**config.mk**
```make
export PLATFORM = sky130hd
export DESIGN_NAME = can_rec_arbiter
export DESIGN_NICKNAME = d
export VERILOG_FILES = /design/src/rtl/can_rec_arbiter.sv
export SDC_FILE = /design/constraint.sdc
export NUM_CORES = 1
export LEC_CHECK = 0
export CORE_MARGIN = 2
export CORE_UTILIZATION = 50
export CTS_BUF_LIST = sky130_fd_sc_hd__clkbuf_4 sky130_fd_sc_hd__clkbuf_8 sky130_fd_sc_hd__clkbuf_16
export DETAILED_ROUTE_END_ITERATION = 8
export DONT_BUFFER_PORTS = 1
export PLACE_DENSITY_LB_ADDON = 0.25
export SETUP_SLACK_MARGIN = 0.5
export SYNTH_ARGS = -nofsm -noshare
export SYNTH_HDL_FRONTEND = slang
export SYNTH_SLANG_ARGS = --single-unit
```
**constraint.sdc**
```tcl
create_clock -name clk -period 3.42 [get_ports clk]
set_input_delay 0.342 -clock clk [delete_from_list [all_inputs] [get_ports clk]]
set_output_delay 0.342 -clock clk [all_outputs]
set_load 0.05 [all_outputs]
```
**src/rtl/can_rec_arbiter.sv**
```systemverilog
// Round-robin arbiter sharing the MOPSHUB CAN-to-elink uplink among up to 16 CAN receive channels.
// Optional grant/drop statistics counters are built when CAN_REC_ARB_STATS_EN is defined.
module can_rec_arbiter #(
    parameter int N_BUSES     = 16,
    parameter int DATA_W      = 76,
    parameter int TIMEOUT_CYC = 255
) (
    input  logic               clk,
    input  logic               rst,
    input  logic [4:0]         n_buses,
    input  logic [N_BUSES-1:0] bus_en,
    input  logic [N_BUSES-1:0] rec_req,
    input  logic [DATA_W-1:0]  rec_data_mux,
    output logic [N_BUSES-1:0] rec_ack,
    output logic [4:0]         can_rec_select,
    output logic [DATA_W-1:0]  data_rec_uplink,
    output logic               uplink_valid,
    input  logic               uplink_ready,
    output logic               irq_elink_rec,
    output logic               timeout_err,
`ifdef CAN_REC_ARB_STATS_EN
    output logic [15:0]        grant_cnt,
    output logic [7:0]         drop_cnt,
`endif
    output logic               busy
);

    typedef enum logic [2:0] {IDLE, SELECT, LATCH, SEND, DONE} state_t;

    localparam logic [4:0] LAST_INIT = 5'(N_BUSES - 1);
    // uplink_valid stays up for exactly TIMEOUT_CYC cycles before the frame is dropped
    localparam logic [7:0] WAIT_LAST = 8'(TIMEOUT_CYC - 1);

    state_t             state;
    logic [4:0]         last_grant;
    logic [7:0]         wait_cnt;

    logic [N_BUSES-1:0] eligible;
    logic [N_BUSES-1:0] sel_onehot;
    logic               any_elig;
    logic               hi_found;
    logic [4:0]         hi_idx;
    logic [4:0]         lo_idx;
    logic [4:0]         winner;
    logic               req_sel;

    // Ineligible indices above n_buses drop out, so wrapping at N_BUSES equals wrapping at n_buses.
    always_comb begin
        eligible   = '0;
        sel_onehot = '0;
        any_elig   = 1'b0;
        hi_found   = 1'b0;
        hi_idx     = '0;
        lo_idx     = '0;
        req_sel    = 1'b0;
        for (int i = 0; i < N_BUSES; i++) begin
            eligible[i]   = rec_req[i] & bus_en[i] & (5'(i) <= n_buses);
            sel_onehot[i] = (5'(i) == can_rec_select);
            if (eligible[i] && !any_elig) begin
                any_elig = 1'b1;
                lo_idx   = 5'(i);
            end
            if (eligible[i] && !hi_found && (5'(i) > last_grant)) begin
                hi_found = 1'b1;
                hi_idx   = 5'(i);
            end
            if (sel_onehot[i] && rec_req[i]) begin
                req_sel = 1'b1;
            end
        end
        winner = hi_found ? hi_idx : lo_idx;
    end

    always_ff @(posedge clk or negedge rst) begin
        if (!rst) begin
            state           <= IDLE;
            last_grant      <= LAST_INIT;
            wait_cnt        <= '0;
            can_rec_select  <= '0;
            data_rec_uplink <= '0;
            rec_ack         <= '0;
            uplink_valid    <= 1'b0;
            irq_elink_rec   <= 1'b0;
            timeout_err     <= 1'b0;
            busy            <= 1'b0;
`ifdef CAN_REC_ARB_STATS_EN
            grant_cnt       <= '0;
            drop_cnt        <= '0;
`endif
        end else begin
            rec_ack       <= '0;
            irq_elink_rec <= 1'b0;
            timeout_err   <= 1'b0;
            case (state)
                IDLE: begin
                    if (any_elig) begin
                        state <= SELECT;
                        busy  <= 1'b1;
                    end
                end
                SELECT: begin
                    if (any_elig) begin
                        can_rec_select <= winner;
                        last_grant     <= winner;
                        state          <= LATCH;
                    end else begin
                        state <= IDLE;
                        busy  <= 1'b0;
                    end
                end
                LATCH: begin
                    // A withdrawn request abandons the grant but last_grant keeps the winner.
                    if (req_sel) begin
                        data_rec_uplink <= rec_data_mux;
                        uplink_valid    <= 1'b1;
                        rec_ack         <= sel_onehot;
                        wait_cnt        <= '0;
                        state           <= SEND;
                    end else begin
                        state <= IDLE;
                        busy  <= 1'b0;
                    end
                end
                SEND: begin
                    if (uplink_ready) begin
                        uplink_valid  <= 1'b0;
                        irq_elink_rec <= 1'b1;
                        state         <= DONE;
`ifdef CAN_REC_ARB_STATS_EN
                        grant_cnt     <= grant_cnt + 16'd1;
`endif
                    end else if (wait_cnt >= WAIT_LAST) begin
                        uplink_valid <= 1'b0;
                        timeout_err  <= 1'b1;
                        state        <= DONE;
`ifdef CAN_REC_ARB_STATS_EN
                        if (drop_cnt != 8'hFF) begin
                            drop_cnt <= drop_cnt + 8'd1;
                        end
`endif
                    end else if (wait_cnt != 8'hFF) begin
                        wait_cnt <= wait_cnt + 8'd1;
                    end
                end
                DONE: begin
                    state <= IDLE;
                    busy  <= 1'b0;
                end
                default: begin
                    state <= IDLE;
                    busy  <= 1'b0;
                end
            endcase
        end
    end

endmodule

```
Word-level counts from Yosys, hierarchy flattened
Cells that the tools add are included.

Shift operators: 0. Reductions and logical operators: 101. Add/subtract/negate cells: 1. Multipliers: 0. Equal/unequal tests: 27. Order comparisons: 33. Div/mod/pow operators: 0. Muxes and demuxes: 105. Bitwise gates (word level): 33.

Operators by type and width (count): 5-bit two-way mux (29); 1-bit logical AND (62); 1-bit two-way mux (61); 4-bit by 5-bit == test with 1-bit output (first input constant) (8); 4-bit by 5-bit > comparator with 1-bit output (first input constant) (8); 4-bit by 5-bit less-or-equal comparator with 1-bit output (first input constant) (8); 1-bit AND (32); 16-bit two-way mux (2); 8-bit two-way mux (4); 1-bit zero test (30); 3-bit by 5-bit == test with 1-bit output (first input constant) (4); 3-bit by 5-bit > comparator with 1-bit output (first input constant) (4); 3-bit by 5-bit less-or-equal comparator with 1-bit output (first input constant) (4); 8-bit one-hot mux with 2 select lines (1); 2-bit inequality test (second input constant) (7); 3-bit one-hot mux with 4 select lines (1); 2-bit by 5-bit == test with 1-bit output (first input constant) (2); 1-bit by 5-bit > comparator with 1-bit output (first input constant) (2); 2-bit by 5-bit > comparator with 1-bit output (first input constant) (2); 1-bit by 5-bit less-or-equal comparator with 1-bit output (first input constant) (2); 2-bit by 5-bit less-or-equal comparator with 1-bit output (first input constant) (2); 3-bit two-way mux (3); 8-bit by 1-bit adder with 8-bit output (second input constant) (1); 8-bit >= comparator (second input constant) (1); 16 further kinds (20).

Memories kept: 0. Bits in latches: 0. Output and inout port bits: 101. Bits in read-only memories: 0. Word-level logic and storage cells: 310. RAM bits: 0. Register bits after elaboration: 117. Bits of input ports: 116.

Longest topological paths before layout
Gate-level depths: netlist of run 1.

Depth after elaboration: 65. Depth in mapped cells: 10. Gate-level depth less buffers: 8.

Worst setup path after synthesis of run 1
OpenSTA, ideal clock, no wires.

Path kind: reg2reg. Start: register can_rec_select[1]. End: register data_rec_uplink[0]. Path slack: 0.889 ns. Period minus slack after synthesis: 2.531 ns. Required time: 3.295 ns. Path buffers: 2. Stages on the path, launching flop included: 9. Library setup time: 0.125 ns. Arrival time: 2.406 ns. Cell sequence: dfrtp_1 -> and2b_2 -> a22oi_1 -> mux4_2 -> o211ai_1 -> and3_1 -> buf_6 -> buf_6 -> mux2_2.

Cells in the longest elaborated chain, start to end: 19. Elaborated cells between the ends (all ways): 49. Those cells by class: 15 x eq/ne; 16 x mux; 18 x reduce/logical.

RTL lines: start: declaration (line 15) `output logic [4:0] can_rec_select,`; start signal: assignment (line 103) `can_rec_select <= winner;`; 5-bit zero test (line 58) `sel_onehot[i] = (5'(i) == can_rec_select);`; 1-bit logical AND (line 67) `if (sel_onehot[i] && rec_req[i]) begin`; 1-bit two-way mux (15 in series) (line 67); 1-bit two-way mux (*) (line 67); 2-bit AND reduction (no source line) (*); end signal: assignment (line 114) `data_rec_uplink <= rec_data_mux;`; end: declaration (line 16) `output logic [DATA_W-1:0] data_rec_uplink,`.

Every way passes the cells marked *; elsewhere a longest branch is shown, timed or not. A chain may end at the register's enable or synchronous reset.

Final worst setup path of run 1
Start: register can_rec_select[1]. End: register data_rec_uplink[35].

Same word-level chain as after synthesis.

==> results of run 1 <==
-- path summary, 6_finish.rpt --
path / start / endpoint / slack [ns] / depth (start not counted)
worst max-delay path: can_rec_select[1] / data_rec_uplink[35] / 0.82 / 7
worst min-delay path: uplink_ready / state[1] / 0.09 / 3
worst max register to register: can_rec_select[1] / data_rec_uplink[35] / 0.82 / 7
worst min register to register: wait_cnt[7] / wait_cnt[7] / 0.51 / 2
max in group asynchronous: rst / rec_ack[6] / 2.52 / 2
min in group asynchronous: rst / irq_elink_rec / 0.41 / 2
-- synth_stat cells (all sizes together), types with 3 or more instances --
master   instances
a2111oi          3
a211oi           7
a21o            10
a21oi           16
a31oi            7
and2             3
and3             3
buf             18
clkbuf           6
dfrtp          111
dfstp            4
inv              9
mux2            77
mux4             3
nand2           32
nand2b           6
nand3           10
nand3b           3
nand4            5
nor2            36
nor3            14
nor4             9
o211ai           9
o21ai           10
o2bb2ai          3
o31ai            3
or2              4
xor2             4
-- per-stage QoR --
stage	power [mW]	hold WS, ns	area, sq um	instances	util
global placement	5.80	0.0502	5550	582	0.514
floorplan	5.53	0.0464	5500	461	-
detailed placement	5.88	0.0499	5550	582	0.514
global route	8.08	0.0977	6960	694	0.644
CTS	7.73	0.0695	6950	693	0.644
finish	7.73	0.0921	6960	694	0.644
-- final cells by class --
cell class	instances	area, sq um	share of cell area
sequential	115	2880	0.414
clock buffer	23	465	0.0669
antenna	1	2.50	0.000360
inverter	9	33.8	0.00486
clock inverter	9	129	0.0185
timing repair buffer	84	858	0.123
multi-input combinational	313	2410	0.346
tap	140	175	0.0252
-- cells by family (layout without fill, tap and decap cells) --
group | after synthesis | after routing | share of synthesized area
and+or+nand+nor | 135 | 135 | 0.130
DFF | 115 | 115 | 0.524
AOI/OAI and AO/OA | 89 | 89 | 0.122
muxes | 81 | 81 | 0.172
buffers and inverters | 33 | 125 | 0.0393
xor gates and xnor gates | 5 | 5 | 0.00796
adders and majority gates | 2 | 2 | 0.00455
other | 1 | 2 | 0.000681
-- worst min-delay path, cell delays in order --
cell and delay, ns:
sky130_fd_sc_hd__nor2_1 0.04, sky130_fd_sc_hd__nand2_1 0.08, sky130_fd_sc_hd__nand3b_1 0.07
-- timing repair --
action	4_1_cts	5_1_grt
setup buffers	0	0
hold endpoints to repair	194	0
endpoints found under the setup margin	0	0
hold buffers	79	0
-- registers in the layout, summed over array words and instances, names as in the netlist --
name / cells
last_grant: 4
data_rec_uplink: 76
wait_cnt: 8
can_rec_select: 4
uplink_valid: 1
state: 3
irq_elink_rec: 1
rec_ack: 16
timeout_err: 1
busy: 1
-- report_power, final --
group / switching (mW) / internal (mW)
Sequential: 2.27 / 1.92
Combinational: 0.849 / 0.953
Clock: 0.572 / 1.17
-- per-layer routing --
layer  GRT usage  vias to the layer above  wire length [um]
met5           0                        -                 0
met4      0.0815                        0               278
met3      0.0819                       25              1350
met2       0.429                      175              7550
met1       0.285                     1989              5510
li1            -                     1853                 -
==> summary.txt, run 1 <==
Routing
  • Count of TritonRoute iterations in the first routing pass: 4
  • Detailed Route Iter0 Violations: ~270
  • Total wire length: 14700 um
  • Post-route antenna net violation count: 0
  • Number of vias after detailed routing: 4042
  • Number of vias per cell: 5.82
  • Wirelength per Cell: 21.2 um
  • Remaining routing DRC violations: 0

Synthesis
  • Ranking of synthesized cells by area: sky130_fd_sc_hd__dfrtp_1 50%, sky130_fd_sc_hd__mux2_2 16%, sky130_fd_sc_hd__nor2_1 2.5%
  • Synthesized area per cell: 11.9 sq um
  • Cell taking the most area after synthesis: sky130_fd_sc_hd__dfrtp_1
  • Synthesized netlist cell count: between 400 and 500
  • Share of Yosys cell area claimed by the top area cell type: 0.505
  • Sequential fraction of the synthesis area: 0.524
  • Dominant register cell in the synthesized netlist: sky130_fd_sc_hd__dfrtp_1
  • Synth warn: 0
  • FFs w/ async S/R, synth: 1.00
  • Synthesized area: 0.00550 sq mm
  • Number of enable flip-flop cells after synthesis: 0
  • Register bit total from synthesis: 115
  • Unique masters post-synth: approximately 70
  • Nets in the synthesized netlist: 579

Timing
  • Final Hold Viols: 0
  • Accumulated negative setup slack: 0 ns
  • Tmin final: 2.60 ns
  • Worst path setup slack after routing: about 0.8 ns
  • Final Cycle Share: 0.761
  • Unrepaired setup endpoints after global routing: no
  • Number of endpoints failing setup at the final stage: 0
  • Number of slew-limit violations in the final report: 0
  • Relative slew slack: 0.614
  • Final setup skew: around 0.012 ns
  • Achievable frequency: 0.384 GHz
  • Slew at the pin closest to its max-slew limit: 0.579 ns

Global routing
  • Via count of the first global-routing pass: around 4200
  • First-pass GRT wire length: 21800 um
  • Remaining global-route overflow: 0
  • Maximum number of pins on one net before global-route repair: 116
  • Global-route total usage across every layer: 0.246
  • Number of antenna violations at the first check in global routing: 1

Cells and area
  • Fraction of final layout cells with drive strength greater than 1: 0.259
  • Most frequent cells in the layout: 111 x sky130_fd_sc_hd__dfrtp_1, 78 x sky130_fd_sc_hd__dlygate4sd3_1, 77 x sky130_fd_sc_hd__mux2_2
  • Number of fill cells in the layout: 816
  • Layout Nets: 658
  • Synthesis-to-finish area growth: 26.4%
  • Commonest non-fill, non-tap cell in the layout: sky130_fd_sc_hd__dfrtp_1

Setup path
  • Kind of end point of the critical path: register
  • Cell Chain, Critical Path: and2b_2 -> a22oi_1 -> mux4_2 -> o211ai_1 -> and3_4 -> buf_12 -> mux2_2
  • Delay of the slowest critical-path stage: 0.47 ns
  • CP delay by family, top: multiplexers
  • Arrival time of the worst setup path: 2.97 ns
  • Highest net fanout along the worst path: 86
  • Critical setup path kind: register to register
  • Number of buffers and inverters on the critical path: 1
  • Critical path startpoint category: register
  • Critical path data required time: ~3.8 ns
  • Critical path's slowest cell: sky130_fd_sc_hd__mux4_2

Floorplan
  • Number of top-level design ports: 217
  • Core area: 0.0108 sq mm
  • Site Rows: 38
  • Effective utilization at floorplan: 0.510
  • Die span in y: 109 um
  • Die width: 109 um
  • Die outline area: roughly 0.012 sq mm

Clock network
  • Clock tree sinks: 115
  • Clock-pin transition on the worst setup and hold timing paths: 0.06 ns
  • CTS tree: done
  • Number of buffers inserted during clock tree synthesis: 17
  • Clock tree buffer depth: 2
  • Root buffer selected by CTS: sky130_fd_sc_hd__clkbuf_8
  • H-Tree Depth: 4
  • Gates resized, CTS repair: 0
  • Clk_lat worst skew: approximately 0.5 ns

Run
  • Max-cap viol count: 0

Status
  • Result of the run: completed

Pwr
  • Total leakage power: 2.96 nW
  • Power density over the cells: 1110 mW/mm^2
  • Worst IR drop on VDD: 0.000569 V

Min path
  • Hold/Removal Path Class: primary input to register

Placement
  • # port buffers: 0
  • Routability congestion estimate: approximately 0.95
  • Place WS: roughly 0.85 ns
  • Sum of net half-perimeters after detailed placement: 10000 um
Note: power is estimated with default switching activity, not from simulation.
==> run 2: changes to the inputs <==
==> constraint.sdc (replaced) <==
create_clock -name clk -period 2.4 [get_ports clk]
set_input_delay 0.24 -clock clk [delete_from_list [all_inputs] [get_ports clk]]
set_output_delay 0.24 -clock clk [all_outputs]
set_load 0.05 [all_outputs]
==> summary.txt, run 2 (synthesized netlist as in run 1, its figures left out) <==
Status
  • Result of the run: finished with violations
  • Violated checks: hold timing, setup timing

Clock network
  • Clk_lat worst skew: approximately 0.5 ns
  • Root buffer selected by CTS: sky130_fd_sc_hd__clkbuf_8
  • Number of buffers inserted during clock tree synthesis: 17
  • CTS tree: done
  • H-Tree Depth: 4
  • Clock tree sinks: around 120
  • Clock tree buffer depth: 2
  • Clock-pin transition on the worst setup and hold timing paths: approximately 0.07 ns

Setup path
  • Kind of end point of the critical path: register
  • Critical path data required time: 2.79 ns
  • Delay of the slowest critical-path stage: 0.46 ns
  • Arrival time of the worst setup path: 2.82 ns
  • Critical setup path kind: register to register
  • Critical path startpoint category: register
  • Highest net fanout along the worst path: 7
  • Critical path's slowest cell: sky130_fd_sc_hd__mux4_2
  • Cell Chain, Critical Path: and2b_2 -> a22oi_2 -> mux4_2 -> o211ai_1 -> and3_4 -> buf_12 -> buf_8 -> mux2_4

Timing
  • Number of slew-limit violations in the final report: 0
  • Final setup skew: between 0.015 and 0.02 ns
  • Unrepaired setup endpoints after global routing: yes
  • Final Hold Viols: 115
  • Worst hold slack: -0.572 ns
  • Tmin final: 2.43 ns
  • Worst path setup slack after routing: -0.0335 ns
  • Relative slew slack: 0.478
  • Final Cycle Share: 1.01
  • Number of endpoints failing setup at the final stage: 34
  • Slew at the pin closest to its max-slew limit: 0.776 ns
  • Achievable frequency: 0.411 GHz
  • Accumulated negative setup slack: -0.438 ns

Pwr
  • Total leakage power: roughly 3.5 nW
  • Worst IR drop on VDD: 0.000834 V
  • Power density over the cells: around 1600 mW/mm^2

Global routing
  • Maximum number of pins on one net before global-route repair: around 120
  • Number of antenna violations at the first check in global routing: 0
  • Remaining global-route overflow: 0
  • First-pass GRT wire length: 23800 um
  • Via count of the first global-routing pass: 4319
  • Global-route total usage across every layer: 0.266

Cells and area
  • Most frequent cells in the layout: 107 x sky130_fd_sc_hd__dfrtp_1, 77 x sky130_fd_sc_hd__dlygate4sd3_1, 72 x sky130_fd_sc_hd__mux2_4
  • Biggest regs: data_rec_uplink x76, rec_ack x16, wait_cnt x8
  • Max FFs per register: 76
  • Commonest non-fill, non-tap cell in the layout: sky130_fd_sc_hd__dfrtp_1
  • Number of fill cells in the layout: 650
  • Layout Nets: 710
  • Largest Register: data_rec_uplink
  • Synthesis-to-finish area growth: 47.6%
  • Fraction of final layout cells with drive strength greater than 1: 0.391

Min path
  • Hold/Removal Path Class: primary input to asynchronous set/reset pin

Routing
  • Detailed Route Iter0 Violations: 347
  • Number of vias per cell: 6.09
  • Wirelength per Cell: roughly 24 um
  • Number of vias after detailed routing: 4529
  • Post-route antenna net violation count: 0
  • Total wire length: 18200 um
  • Remaining routing DRC violations: 0
  • Count of TritonRoute iterations in the first routing pass: 5

Floorplan
  • Core area: 0.0108 sq mm
  • Number of top-level design ports: between 200 and 250
  • Die span in y: roughly 110 um
  • Die width: ~110 um
  • Effective utilization at floorplan: 0.510
  • Die outline area: roughly 0.012 sq mm
  • Site Rows: 38

Placement
  • Routability congestion estimate: between 0.8 and 0.9
  • # port buffers: 0
  • Sum of net half-perimeters after detailed placement: 9520 um

Run
  • Max-cap viol count: 0
==> run 2: path summary, 6_finish.rpt <==
check,start,to,slack (ns),depth (start not counted)
worst max-delay path,can_rec_select[1],data_rec_uplink[55],-0.03,8
worst min-delay path,rst,data_rec_uplink[14],-0.57,0
worst max register to register,can_rec_select[1],data_rec_uplink[55],-0.03,8
worst min register to register,wait_cnt[7],wait_cnt[7],0.50,2
max in group asynchronous,rst,last_grant[0],2.73,0
min in group clk,bus_en[0],last_grant[2],0.29,6
==> run 2: power by group <==
group          switching [mW]  internal (mW)
Combinational            1.95           2.69
Clock                   0.924           1.78
Sequential               3.31           2.74
Total                    6.18           7.21
==> run 2: cell type report <==
type                    count  area, sq um  area share
diodes                      1         2.50    0.000308
clock inverters            13          209      0.0257
inverters                   9         33.8     0.00416
multi-input cells         314         2980       0.367
repair buffers            135         1420       0.175
well taps                 140          175      0.0216
flip-flops and latches    115         2890       0.355
clock buffers              17          414      0.0510
==> run 2: layer usage <==
| metal | vias to the layer above | GRT usage | part of all wire |
|---|---|---|---|
| li1 | 1961 | - | - |
| met1 | 2291 | 0.341 | 0.40 |
| met2 | 239 | 0.439 | 0.50 |
| met3 | 38 | 0.0837 | 0.080 |
| met4 | 0 | 0.0668 | 0.025 |
| met5 | - | 0 | 0 |
==> run 2: repair_timing <==
item | 4_1_cts | 5_1_grt
cloned | 1 | 6
pin swaps | 12 | 14
setup buffers | 14 | 19
endpoints found under the hold margin | 196 | 116
hold buffers | 76 | 1
setup endpoints to repair | 112 | 112
resized for setup | 83 | 55
==> run 2: worst max-delay path, delay by kind of cell (launching register included) <==
family,cells,cell delay (ns)
AO/OA/AOI/OAI,2,0.23
buffers and inverters,2,0.30
flip-flops,1,0.42
multiplexers,2,0.80
AND/OR/NAND/NOR,2,0.56
==> run 2: through the flow <==
stage | utilization | cell area (sq um) | instances | worst slack, ns | power (mW)
2_1_floorplan | - | 5610 | 461 | 0.0176 | 7.99
3_3_place_gp | 0.534 | 5760 | 596 | 0.0293 | 8.58
3_5_place_dp | 0.534 | 5760 | 596 | -0.0568 | 8.69
4_1_cts | 0.704 | 7600 | 717 | -0.0164 | 12.3
5_1_grt | 0.752 | 8120 | 743 | -0.0990 | 13.9
6_report | 0.753 | 8120 | 744 | -0.0335 | 13.4
